File: src/rtl/dmem_arb_pkg.sv
// Shared types for the dmem_arbiter slice: access-size codes, FSM states, byte-count helper.
// No logic of its own; imported by the arbiter, its request checker and the port interface users.
// Size encoding 2'b11 is reserved and always rejected by the checker.
package dmem_arb_pkg;

   localparam logic [1:0] SZ_BYTE = 2'b00;
   localparam logic [1:0] SZ_HALF = 2'b01;
   localparam logic [1:0] SZ_WORD = 2'b10;
   localparam logic [1:0] SZ_ILL  = 2'b11;

   typedef enum logic [1:0] {
      IDLE   = 2'd0,
      ACCESS = 2'd1,
      DONE   = 2'd2
   } state_e;

   // Number of bytes touched by an access of the given size (reserved code reports 4).
   function automatic logic [2:0] size_bytes(input logic [1:0] size);
      case (size)
         SZ_BYTE: size_bytes = 3'd1;
         SZ_HALF: size_bytes = 3'd2;
         default: size_bytes = 3'd4;
      endcase
   endfunction

endpackage

File: src/rtl/dmem_arbiter_if.sv
// Request/response bundle for both requester ports plus the data_memory command port.
// 'slave' is the arbiter's view; 'master' is the surrounding system (requesters and memory).
// Requests hold their attributes until ack; memory read data is combinational.
interface dmem_arbiter_if #(
   parameter int ADDR_W = 32
);
   logic              p0_req,   p1_req;
   logic              p0_we,    p1_we;
   logic [ADDR_W-1:0] p0_addr,  p1_addr;
   logic [1:0]        p0_size,  p1_size;
   logic [31:0]       p0_wdata, p1_wdata;
   logic              p0_ack,   p1_ack;
   logic              p0_err,   p1_err;
   logic [31:0]       p0_rdata, p1_rdata;

   logic [31:0]       data_addr;
   logic [31:0]       w_data_mem;
   logic              r_en_mem;
   logic              w_en_mem;
   logic [1:0]        byte_sel;
   logic [31:0]       r_data_mem;

   modport slave (
      input  p0_req, p0_we, p0_addr, p0_size, p0_wdata,
      input  p1_req, p1_we, p1_addr, p1_size, p1_wdata,
      output p0_ack, p0_err, p0_rdata,
      output p1_ack, p1_err, p1_rdata,
      output data_addr, w_data_mem, r_en_mem, w_en_mem, byte_sel,
      input  r_data_mem
   );

   modport master (
      output p0_req, p0_we, p0_addr, p0_size, p0_wdata,
      output p1_req, p1_we, p1_addr, p1_size, p1_wdata,
      input  p0_ack, p0_err, p0_rdata,
      input  p1_ack, p1_err, p1_rdata,
      input  data_addr, w_data_mem, r_en_mem, w_en_mem, byte_sel,
      output r_data_mem
   );
endinterface

File: src/rtl/dmem_req_check.sv
// Combinational legality check of one access: size code, natural alignment, memory bounds.
// Zero latency; purely combinational.
// No handshake; the caller decides what to do with a rejected access.
module dmem_req_check
   import dmem_arb_pkg::*;
#(
   parameter int DROM_SPACE = 1024,
   parameter int ADDR_W     = 32
) (
   input  logic [ADDR_W-1:0] addr_i,
   input  logic [1:0]        size_i,
   output logic              ok_o
);
   // One extra bit so addresses near the top of the space cannot wrap past the bound.
   localparam int AW1 = ADDR_W + 1;

   logic [AW1-1:0] last_byte;

   assign last_byte = {1'b0, addr_i} + AW1'(size_bytes(size_i)) - AW1'(1);

   // Any single failing rule rejects the access.
   always_comb begin
      ok_o = 1'b1;
      if (size_i == SZ_ILL)                           ok_o = 1'b0;
      if ((size_i == SZ_HALF) && addr_i[0])           ok_o = 1'b0;
      if ((size_i == SZ_WORD) && (addr_i[1:0] != 2'b00)) ok_o = 1'b0;
      if (last_byte >= AW1'(DROM_SPACE))              ok_o = 1'b0;
   end

endmodule

File: src/rtl/dmem_arbiter.sv
// Two-port arbiter/sequencer for data_memory: grant, check, single-cycle access, ack pulse.
// Latency: ack two cycles after the request is sampled in IDLE; one cycle for rejected requests.
// Backpressure: a requester holds req until its ack; macro DMEM_ARB_RR_EN selects round-robin on ties.
module dmem_arbiter
   import dmem_arb_pkg::*;
#(
   parameter int DROM_SPACE = 1024,
   parameter int ADDR_W     = 32
) (
   input logic           clk,
   input logic           rst,
   dmem_arbiter_if.slave bus
);
   state_e            state_q;
   logic              last_q;
   logic              sel_q;
   logic              we_q;
   logic [ADDR_W-1:0] addr_q;
   logic [1:0]        size_q;
   logic [31:0]       wdata_q;
   logic [1:0]        ack_q;
   logic [1:0]        err_q;
   logic [31:0]       rdata0_q;
   logic [31:0]       rdata1_q;

   logic              sel_d;
   logic              we_d;
   logic [ADDR_W-1:0] addr_d;
   logic [1:0]        size_d;
   logic [31:0]       wdata_d;
   logic              ok;
   logic [31:0]       rdata_mask;
   logic              in_access;

   // Pick the winning port (1 = port 1) among current requests.
   always_comb begin
      sel_d = 1'b0;
      if (bus.p0_req && bus.p1_req) begin
`ifdef DMEM_ARB_RR_EN
         sel_d = ~last_q;
`else
         sel_d = 1'b0;
`endif
      end else begin
         sel_d = bus.p1_req;
      end
   end

`ifndef DMEM_ARB_RR_EN
   // Fixed priority still tracks the last grant but never consults it.
   logic unused_last;
   assign unused_last = last_q;
`endif

   assign we_d    = sel_d ? bus.p1_we    : bus.p0_we;
   assign addr_d  = sel_d ? bus.p1_addr  : bus.p0_addr;
   assign size_d  = sel_d ? bus.p1_size  : bus.p0_size;
   assign wdata_d = sel_d ? bus.p1_wdata : bus.p0_wdata;

   dmem_req_check #(
      .DROM_SPACE (DROM_SPACE),
      .ADDR_W     (ADDR_W)
   ) u_check (
      .addr_i (addr_d),
      .size_i (size_d),
      .ok_o   (ok)
   );

   // Zero-extend load data to the latched access size.
   always_comb begin
      rdata_mask = bus.r_data_mem;
      case (size_q)
         SZ_BYTE: rdata_mask = {24'd0, bus.r_data_mem[7:0]};
         SZ_HALF: rdata_mask = {16'd0, bus.r_data_mem[15:0]};
         default: rdata_mask = bus.r_data_mem;
      endcase
   end

   // Memory command is the latched request, forced to zero outside ACCESS.
   assign in_access      = (state_q == ACCESS);
   assign bus.data_addr  = in_access ? 32'(addr_q) : 32'd0;
   assign bus.w_data_mem = in_access ? wdata_q     : 32'd0;
   assign bus.byte_sel   = in_access ? size_q      : 2'b00;
   assign bus.r_en_mem   = in_access & ~we_q;
   assign bus.w_en_mem   = in_access &  we_q;

   assign bus.p0_ack   = ack_q[0];
   assign bus.p1_ack   = ack_q[1];
   assign bus.p0_err   = err_q[0];
   assign bus.p1_err   = err_q[1];
   assign bus.p0_rdata = rdata0_q;
   assign bus.p1_rdata = rdata1_q;

   // Sequencer: grant and latch in IDLE, access memory once, then pulse the winner's response.
   always_ff @(posedge clk or negedge rst) begin
      if (!rst) begin
         state_q  <= IDLE;
         last_q   <= 1'b1;
         sel_q    <= 1'b0;
         we_q     <= 1'b0;
         addr_q   <= '0;
         size_q   <= SZ_BYTE;
         wdata_q  <= 32'd0;
         ack_q    <= 2'b00;
         err_q    <= 2'b00;
         rdata0_q <= 32'd0;
         rdata1_q <= 32'd0;
      end else begin
         case (state_q)
            IDLE: begin
               if (bus.p0_req || bus.p1_req) begin
                  sel_q   <= sel_d;
                  last_q  <= sel_d;
                  we_q    <= we_d;
                  addr_q  <= addr_d;
                  size_q  <= size_d;
                  wdata_q <= wdata_d;
                  if (ok) begin
                     state_q <= ACCESS;
                  end else begin
                     state_q       <= DONE;
                     ack_q[sel_d]  <= 1'b1;
                     err_q[sel_d]  <= 1'b1;
                  end
               end
            end
            ACCESS: begin
               state_q      <= DONE;
               ack_q[sel_q] <= 1'b1;
               if (!we_q) begin
                  if (sel_q) rdata1_q <= rdata_mask;
                  else       rdata0_q <= rdata_mask;
               end
            end
            DONE: begin
               state_q  <= IDLE;
               ack_q    <= 2'b00;
               err_q    <= 2'b00;
               rdata0_q <= 32'd0;
               rdata1_q <= 32'd0;
            end
            default: state_q <= IDLE;
         endcase
      end
   end

endmodule
File: src/flat_wrapper.sv
// flat-port wrapper written by rule: the top's interface ports become plain ports
module dmem_arbiter_flat import dmem_arb_pkg::*;
#(
   parameter int DROM_SPACE = 1024,
   parameter int ADDR_W     = 32
)
  (clk, rst, bus_p0_req, bus_p0_we, bus_p0_addr, bus_p0_size, bus_p0_wdata, bus_p1_req, bus_p1_we, bus_p1_addr, bus_p1_size, bus_p1_wdata, bus_p0_ack, bus_p0_err, bus_p0_rdata, bus_p1_ack, bus_p1_err, bus_p1_rdata, bus_data_addr, bus_w_data_mem, bus_r_en_mem, bus_w_en_mem, bus_byte_sel, bus_r_data_mem);
  dmem_arbiter_if #(.ADDR_W(ADDR_W)) bus_i ();
  input logic clk;
  input logic rst;
  input wire logic [$bits(bus_i.p0_req)-1:0] bus_p0_req;
  input wire logic [$bits(bus_i.p0_we)-1:0] bus_p0_we;
  input wire logic [$bits(bus_i.p0_addr)-1:0] bus_p0_addr;
  input wire logic [$bits(bus_i.p0_size)-1:0] bus_p0_size;
  input wire logic [$bits(bus_i.p0_wdata)-1:0] bus_p0_wdata;
  input wire logic [$bits(bus_i.p1_req)-1:0] bus_p1_req;
  input wire logic [$bits(bus_i.p1_we)-1:0] bus_p1_we;
  input wire logic [$bits(bus_i.p1_addr)-1:0] bus_p1_addr;
  input wire logic [$bits(bus_i.p1_size)-1:0] bus_p1_size;
  input wire logic [$bits(bus_i.p1_wdata)-1:0] bus_p1_wdata;
  output wire logic [$bits(bus_i.p0_ack)-1:0] bus_p0_ack;
  output wire logic [$bits(bus_i.p0_err)-1:0] bus_p0_err;
  output wire logic [$bits(bus_i.p0_rdata)-1:0] bus_p0_rdata;
  output wire logic [$bits(bus_i.p1_ack)-1:0] bus_p1_ack;
  output wire logic [$bits(bus_i.p1_err)-1:0] bus_p1_err;
  output wire logic [$bits(bus_i.p1_rdata)-1:0] bus_p1_rdata;
  output wire logic [$bits(bus_i.data_addr)-1:0] bus_data_addr;
  output wire logic [$bits(bus_i.w_data_mem)-1:0] bus_w_data_mem;
  output wire logic [$bits(bus_i.r_en_mem)-1:0] bus_r_en_mem;
  output wire logic [$bits(bus_i.w_en_mem)-1:0] bus_w_en_mem;
  output wire logic [$bits(bus_i.byte_sel)-1:0] bus_byte_sel;
  input wire logic [$bits(bus_i.r_data_mem)-1:0] bus_r_data_mem;
  assign bus_i.p0_req = bus_p0_req;
  assign bus_i.p0_we = bus_p0_we;
  assign bus_i.p0_addr = bus_p0_addr;
  assign bus_i.p0_size = bus_p0_size;
  assign bus_i.p0_wdata = bus_p0_wdata;
  assign bus_i.p1_req = bus_p1_req;
  assign bus_i.p1_we = bus_p1_we;
  assign bus_i.p1_addr = bus_p1_addr;
  assign bus_i.p1_size = bus_p1_size;
  assign bus_i.p1_wdata = bus_p1_wdata;
  assign bus_p0_ack = bus_i.p0_ack;
  assign bus_p0_err = bus_i.p0_err;
  assign bus_p0_rdata = bus_i.p0_rdata;
  assign bus_p1_ack = bus_i.p1_ack;
  assign bus_p1_err = bus_i.p1_err;
  assign bus_p1_rdata = bus_i.p1_rdata;
  assign bus_data_addr = bus_i.data_addr;
  assign bus_w_data_mem = bus_i.w_data_mem;
  assign bus_r_en_mem = bus_i.r_en_mem;
  assign bus_w_en_mem = bus_i.w_en_mem;
  assign bus_byte_sel = bus_i.byte_sel;
  assign bus_i.r_data_mem = bus_r_data_mem;
  dmem_arbiter #(.DROM_SPACE(DROM_SPACE), .ADDR_W(ADDR_W)) u_core (.clk(clk), .rst(rst), .bus(bus_i));
endmodule
File: config.mk
export PLATFORM = sky130hd
export DESIGN_NAME = dmem_arbiter_flat
export DESIGN_NICKNAME = d
export VERILOG_FILES = /design/src/rtl/dmem_arb_pkg.sv /design/src/rtl/dmem_arbiter_if.sv /design/src/rtl/dmem_req_check.sv /design/src/rtl/dmem_arbiter.sv /design/src/flat_wrapper.sv
export SDC_FILE = /design/constraint.sdc
export NUM_CORES = 1
export LEC_CHECK = 0
export CAP_MARGIN = 20
export CORE_ASPECT_RATIO = 0.6
export CORE_MARGIN = 2
export CORE_UTILIZATION = 25
export DETAILED_ROUTE_END_ITERATION = 7
export PLACE_DENSITY_LB_ADDON = 0.15
export SLEW_MARGIN = 20
export SYNTH_ARGS = -nofsm -noshare
export SYNTH_HDL_FRONTEND = slang
export SYNTH_SLANG_ARGS = --single-unit
File: constraint.sdc
create_clock -name clk -period 1.97 [get_ports clk]
set_input_delay 0.394 -clock clk [delete_from_list [all_inputs] [get_ports clk]]
set_output_delay 0.394 -clock clk [all_outputs]
set_load 0.1 [all_outputs]
Word level (Yosys, flattened, before mapping)
Index checks and enable logic that the tools add are counted.

operators by class
  divide/modulo/power cells = 0
  multiply operators = 0
  eq/ne operators = 11
  shift-type cells = 0
  reductions and logical operators = 18
  bitwise logic cells = 6
  multiplexer cells = 33
  $lt $le $gt $ge = 5
  add/subtract/negate cells = 2

operator list
  cell                                                                     count
  32-bit 2-to-1 mux                                                        8
  32-bit one-hot mux with 2 select lines                                   3
  32-bit by 3-bit adder with 33-bit output                                 1
  33-bit by 11-bit >= comparator with 1-bit output, second input constant  1
  33-bit by 1-bit subtractor with 33-bit output, second input constant     1
  2-bit 2-to-1 mux                                                         8
  3-bit AND reduction                                                      4
  1-bit 2-to-1 mux                                                         8
  2-bit one-hot mux with 2 select lines                                    2
  2-bit by 1-bit == test with 1-bit output, second input constant          3
  2-bit == test, second input constant                                     3
  2-bit logical NOT                                                        3
  2-bit != test, second input constant                                     3
  2-bit bitwise OR                                                         3
  2-bit one-hot mux with 3 select lines                                    1
  3-bit one-hot mux with 2 select lines                                    1
  2-bit nonzero test                                                       3
  1-bit logical AND                                                        5
  1-bit by 2-bit < comparator with 1-bit output, second input constant     2
  2-bit by 1-bit != test with 1-bit output, second input constant          2
  3-bit nonzero test                                                       1
  1-bit bitwise AND                                                        2
  1-bit demux with 1-bit select                                            2
  1-bit >= comparator, second input constant                               2
  3 further kinds                                                          3

word-level totals
  bits in latches = 0
  RAM bits = 0
  logic and storage cells = 85
  memories kept = 0
  flip-flop bits (word level) = 138
  memory bits (read-only) = 0
  output and inout bits = 136

Logic depth before layout (Yosys ltp)
Gate-level depths: netlist of run 1.

  depth in word-level cells = 12
  gate-level depth with buffers = 19

Hierarchy
From an unflattened synthesis of run 1, not the netlist that was laid out.

second synthesis, totals
  cells, all modules = 889
  area total of the unflattened synthesis = 8727.1 sq um

by module, submodules not included
  module          cells each  instances  seq. area each (sq um)  area each (sq um)
  dmem_arbiter    613         1          3453.3                  6866.6
  dmem_req_check  276         1          0.0                     1860.5

Worst setup path after synthesis of run 1
Ideal clock, no wire load.

  kind = input to register
  from = input bus_p0_req
  to = register u_core.ack_q[0]
  data required time = 1844 ps
  arrival time = 4175 ps
  setup slack = -2332 ps
  cell stages on the path = 17
  library setup time = 126 ps
  cells stage by stage = nand2b_1 > buf_6 > buf_2 > buf_1 > mux2i_1 > ha_1 > fa_1 > nor2b_1 > o31a_1 > o21ai_0 > a31oi_1 > nand4_1 > mux2i_1 > nor4_1 > nand4_2 > nor2b_4 > o311a_1

between the ends
  cells in the longest elaborated chain, start to end = 11
  elaborated cells on any way between the ends = 32
  classes of those cells = 2 x add/sub; 3 x order compare; 5 x eq/ne; 13 x mux; 1 x bitwise; 8 x reduce/logical

RTL lines
  element                                                                               RTL line                                  text
  start, declared                                                                       flat_wrapper.sv:11                        input wire logic [$bits(bus_i.p0_req)-1:0] bus_p0_req;
  1-bit logical AND                                                                     dmem_arbiter.sv:38                        if (bus.p0_req && bus.p1_req) begin
  1-bit 2-to-1 mux                                                                      dmem_arbiter.sv:38
  2-bit 2-to-1 mux                                                                      dmem_arbiter.sv:57                        assign size_d = sel_d ? bus.p1_size : bus.p0_size;
  2-bit by 1-bit == test with 1-bit output / 2-bit logical NOT (equally long branches)  dmem_arb_pkg.sv:19, dmem_req_check.sv:25
  3-bit one-hot mux with 2 select lines                                                 dmem_arb_pkg.sv:19                        case (size)
  32-bit by 3-bit adder with 33-bit output                                              dmem_req_check.sv:19                      assign last_byte = {1'b0, addr_i} + AW1'(size_bytes(size_i)) - AW1'(1);
  33-bit by 1-bit subtractor with 33-bit output                                         dmem_req_check.sv:19
  33-bit by 11-bit >= comparator with 1-bit output                                      dmem_req_check.sv:27                      if (last_byte >= AW1'(DROM_SPACE)) ok_o = 1'b0;
  1-bit 2-to-1 mux                                                                      dmem_req_check.sv:27
  2-bit != test (no line)                                                               n/a
  3-bit AND reduction (no line)                                                         n/a
  end signal, assigned                                                                  dmem_arbiter.sv:104                       ack_q <= 2'b00;
  end signal, assigned by index                                                         dmem_arbiter.sv:122                       ack_q[sel_d] <= 1'b1;
  end signal, assigned by index                                                         dmem_arbiter.sv:129                       ack_q[sel_q] <= 1'b1;
  end, declared                                                                         dmem_arbiter.sv:21                        logic [1:0] ack_q;

Several ways; a longest one is shown, not always the timed one. The select of a mux whose other input is x is not followed.
A chain may end at the register's enable or synchronous reset.

Final worst setup path of run 1
  from = input bus_p0_req
  to = register u_core.ack_q[1]

Same word-level chain as after synthesis.

==> parameters.txt, run 1 <==
Parameter                              Value

Cells and area
  Share of post-route cells with drive strength above 1    34.1%
  Layout area overhead    85.6%
  Final Non-Filler Cells    2,022
  Net count of the finished layout    1,757
  Number of fill cells in the layout    3,207
  Utilization after layout    47.4%

Clock tree
  Clock insertion delay at the later pin of the skew report    0.44 ns
  Number of levels the H-tree was split into    4
  Clk sink count    138
  Clock transition at the registers of the reported paths    0.07 ns
  Number of buffers created by CTS    17
  Root buffer cell    sky130_fd_sc_hd__clkbuf_16
  CTS tree    yes
  Maximum count of clock buffers along a single path    2

Floorplan
  Die extent in y    148 um
  Total I/O pin count    306
  Starting density of the core    25.6%
  Core outline area    34,000 um^2
  Die ar.    36,300 um^2
  Std-Cell Rows    52
  Die span in x    245 um

Route
  Post-route antenna net violation count    0
  Post-route DRC violation count    0
  Wire length per cell after detailed routing    18.8 um
  Pre-antenna DRT Iters    5
  Wirelength, routed    38.0 mm
  Per-cell via count in the routed design    4.65
  Vias after detailed routing    9,399
  First DRT Iteration DRCs    657

Power and ir drop
  Leakage dissipation    0.00757 uW
  Total power per unit cell area    1270 nW/um^2
  VDD IR-drop max    932 uV

Yosys
  Most common cell in the synthesized netlist    sky130_fd_sc_hd__nand2_1
  Warnings from Yosys    0
  Net count after synthesis    1,248
  Library cell with the largest summed area after synthesis    sky130_fd_sc_hd__dfrtp_1
  Synthesized area    8680 um^2
  Most area-consuming cells after synthesis    sky130_fd_sc_hd__dfrtp_1, sky130_fd_sc_hd__o21ai_0, sky130_fd_sc_hd__nand2_1
  Instance count of the mapped netlist    1,039
  FF+latch count, synth    138
  Cell variety after synth    64
  Most numerous cell types in the synthesized netlist    sky130_fd_sc_hd__nand2_1, sky130_fd_sc_hd__o21ai_0, sky130_fd_sc_hd__dfrtp_1, sky130_fd_sc_hd__mux2i_1, sky130_fd_sc_hd__and2_1
  Sequential element share of the synthesized area    39.8%
  Primary FF master, synth    sky130_fd_sc_hd__dfrtp_1
  Post-Syn Area per Cell    8.36 um^2
  Async SR Flop Fraction    100%
  EDFF count, synth    0
  Top-area cell type share of the netlist area    39.8%

STA
  Setup-failing EPs final    74
  Clock skew    0.00851 ns
  Slew Limit Fails    0
  Unrepaired setup endpoints after global routing    yes
  Portion of the clock cycle consumed by the worst path in the final layout    191%
  Final-layout worst hold slack    0.375 ns
  Final number of hold-violating endpoints    0
  Max Fclk    266 MHz
  Tmin final    3.76 ns
  Slew headroom    59.1%
  Slew at the pin closest to its max-slew limit    0.614 ns
  Smallest setup slack after layout    -1.79 ns

Setup path
  Crit. End Element    register
  Series of cell instances along the critical path    buf_6 > nand2b_4 > buf_6 > mux2i_4 > nand2b_4 > ha_4 > inv_2 > ha_4 > inv_2 > fa_2 > nor2b_2 > o31a_1 > o21a_1 > o21a_1 > buf_4 > o211ai_1 > o2111ai_1 > nor4_2 > nand4_2 > nor2b_4 > o311a_1
  Cell family contributing the most delay on the critical path    compound AO/OA/AOI/OAI gates
  CP Buf/Inv Count    5
  Slowest-stage cell, CP    sky130_fd_sc_hd__o31a_1
  CP Data Arrival Time    4.08 ns
  Startpoint type of the worst setup path    input port
  Crit-path max cell delay    0.33 ns
  Maximum fanout along the worst path    5
  Required time of the critical path    2.29 ns
  Critical path start-end classification    in -> reg

Global routing
  Largest net degree at the start of global routing    71
  Via count of the first global-routing pass    9,002
  Antenna violations before repair    3
  Global-route wire length before repair    53.4 mm
  Total congestion overflow    0
  Overall fraction of global-route tracks in use    19.2%

Outcome
  Status    complete, but fails checks
  Violations in the final reports    negative setup slack

Placement
  Last weighted congestion value of the routability-driven placer    0.876
  Post-placement cell count    1,925
  Dpl hpwl    26.6 mm
  # port buffers    305

Worst hold path
  Hold/Removal Path Class    in -> reg

Job
  Max-capacitance violation count    0
[cell families (layout without fill, tap and decap cells)]
family	after synthesis	in the layout	share of synthesized area [%]
buffers and inverters	114	636	5.14
and+or+nand+nor	378	378	20.6
xor gates and xnor gates	9	9	0.908
DFF	138	138	39.8
AOI/OAI and AO/OA	285	285	19.1
adders and majority gates	39	39	5.71
muxes	76	76	8.83
other	0	2	0
[report_power, final]
part	internal (uW)	total, uW	switching, uW	leakage (uW)
registers	4150	4930	775	0.00177
clock network	1820	3310	1480	0.000281
logic	3840	12200	8320	0.00552
total	9820	20400	10600	0.00757
[stage by stage]
| step | power [uW] | cell area (um^2) | setup WS [ns] | TNS (ns) |
|---|---|---|---|---|
| after floorplan | 12100 | 8860 | -1.91 | -10.77 |
| after global placement | 15500 | 14300 | -2.79 | -27.81 |
| after detailed placement | 15600 | 14300 | -2.80 | -29.55 |
| after CTS | 19200 | 15600 | -1.82 | -25.43 |
| after global routing | 21500 | 16100 | -1.94 | -29.11 |
| final | 20400 | 16100 | -1.79 | -23.47 |
[flip-flops by register name, summed over array words and instances, names as in the netlist]
signal	cells
u_core.err_q	2
u_core.ack_q	2
u_core.wdata_q	32
u_core.addr_q	32
u_core.state_q	2
u_core.bus.p0_rdata	32
u_core.sel_q	1
u_core.we_q	1
u_core.bus.p1_rdata	32
u_core.size_q	2
[metal layers]
metal  wire length (um)  GRT usage, %  vias up  share of wire [%]
met2              16600          29.0      243                 44
met1              18800          27.6     4492                 49
li1                   -             -     4634                  -
met4                552          4.88        0                1.5
met3               2140          4.28       30                5.6
met5                  0             0        -                  0
[path summary, 6_finish.rpt]
path | start | endpoint | depth (start not counted) | slack, ns
max in group asynchronous | rst | u_core.wdata_q[8] | 3 | 0.83
min in group asynchronous | rst | u_core.bus.p0_rdata[2] | 2 | 0.49
min | bus_p1_size[1] | u_core.size_q[1] | 3 | 0.38
max reg2reg | u_core.state_q[1] | u_core.addr_q[3] | 10 | 0.02
max | bus_p0_req | u_core.ack_q[1] | 21 | -1.79
min reg2reg | u_core.addr_q[31] | u_core.addr_q[31] | 2 | 0.48
[worst register-to-register path, delay by kind of cell, from the launching register on]
kind / cells / cell delay [ns]
buffers and inverters: 7 / 0.95
flip-flops: 1 / 0.38
AO/OA/AOI/OAI: 2 / 0.33
adder cells (fa/ha/maj): 1 / 0.18
[cells in the final DEF, fill, tap and decap left out, drive strengths merged, types with 5 or more instances in the layout]
master / n
buf: 373
nand2: 202
o21ai: 173
clkdlybuf4s50: 164
dfrtp: 138
mux2i: 74
and2: 70
inv: 63
a21oi: 41
ha: 38
nor2: 37
clkbuf: 28
nand2b: 12
nand4: 11
o211ai: 10
a211oi: 9
nor3: 8
nor2b: 7
nand3: 6
a21o: 6
or3: 6
o21a: 5
and3: 5
xor2: 5
[what timing repair did]
| action | in CTS | in global routing |
|---|---|---|
| endpoints found under the setup margin | 74 | 205 |
| pin swaps | 22 | 17 |
| gates resized for setup | 95 | 54 |
| hold buffers | 1 | 0 |
| setup buffers | 26 | 17 |
| hold endpoints to repair | 49 | 0 |
| cloned | 9 | 17 |
[area by class of cell]
cell class,instances,area (um^2),area share [%]
Inverter,54,206,1.28
Timing Repair Buffer,550,6050,37.6
Clock buffer,18,439,2.73
Sequential cell,138,3450,21.4
Multi-Input combinational cell,787,5230,32.5
Tap cell,459,574,3.56
Antenna cell,2,5.00,0.0311
Clock inverter,14,148,0.916
No activity file was read; power rests on OpenSTA's default activity.
==> run 2: changes to the inputs <==
--- a/config.mk
+++ b/config.mk
@@ -11,7 +11,7 @@
 export CORE_UTILIZATION = 25
 export DETAILED_ROUTE_END_ITERATION = 7
 export PLACE_DENSITY_LB_ADDON = 0.15
-export SLEW_MARGIN = 20
+export SLEW_MARGIN = 10
 export SYNTH_ARGS = -nofsm -noshare
 export SYNTH_HDL_FRONTEND = slang
 export SYNTH_SLANG_ARGS = --single-unit
==> results of run 2 <==
No change in the layout: final DEF, timing and power equal those of run 1.
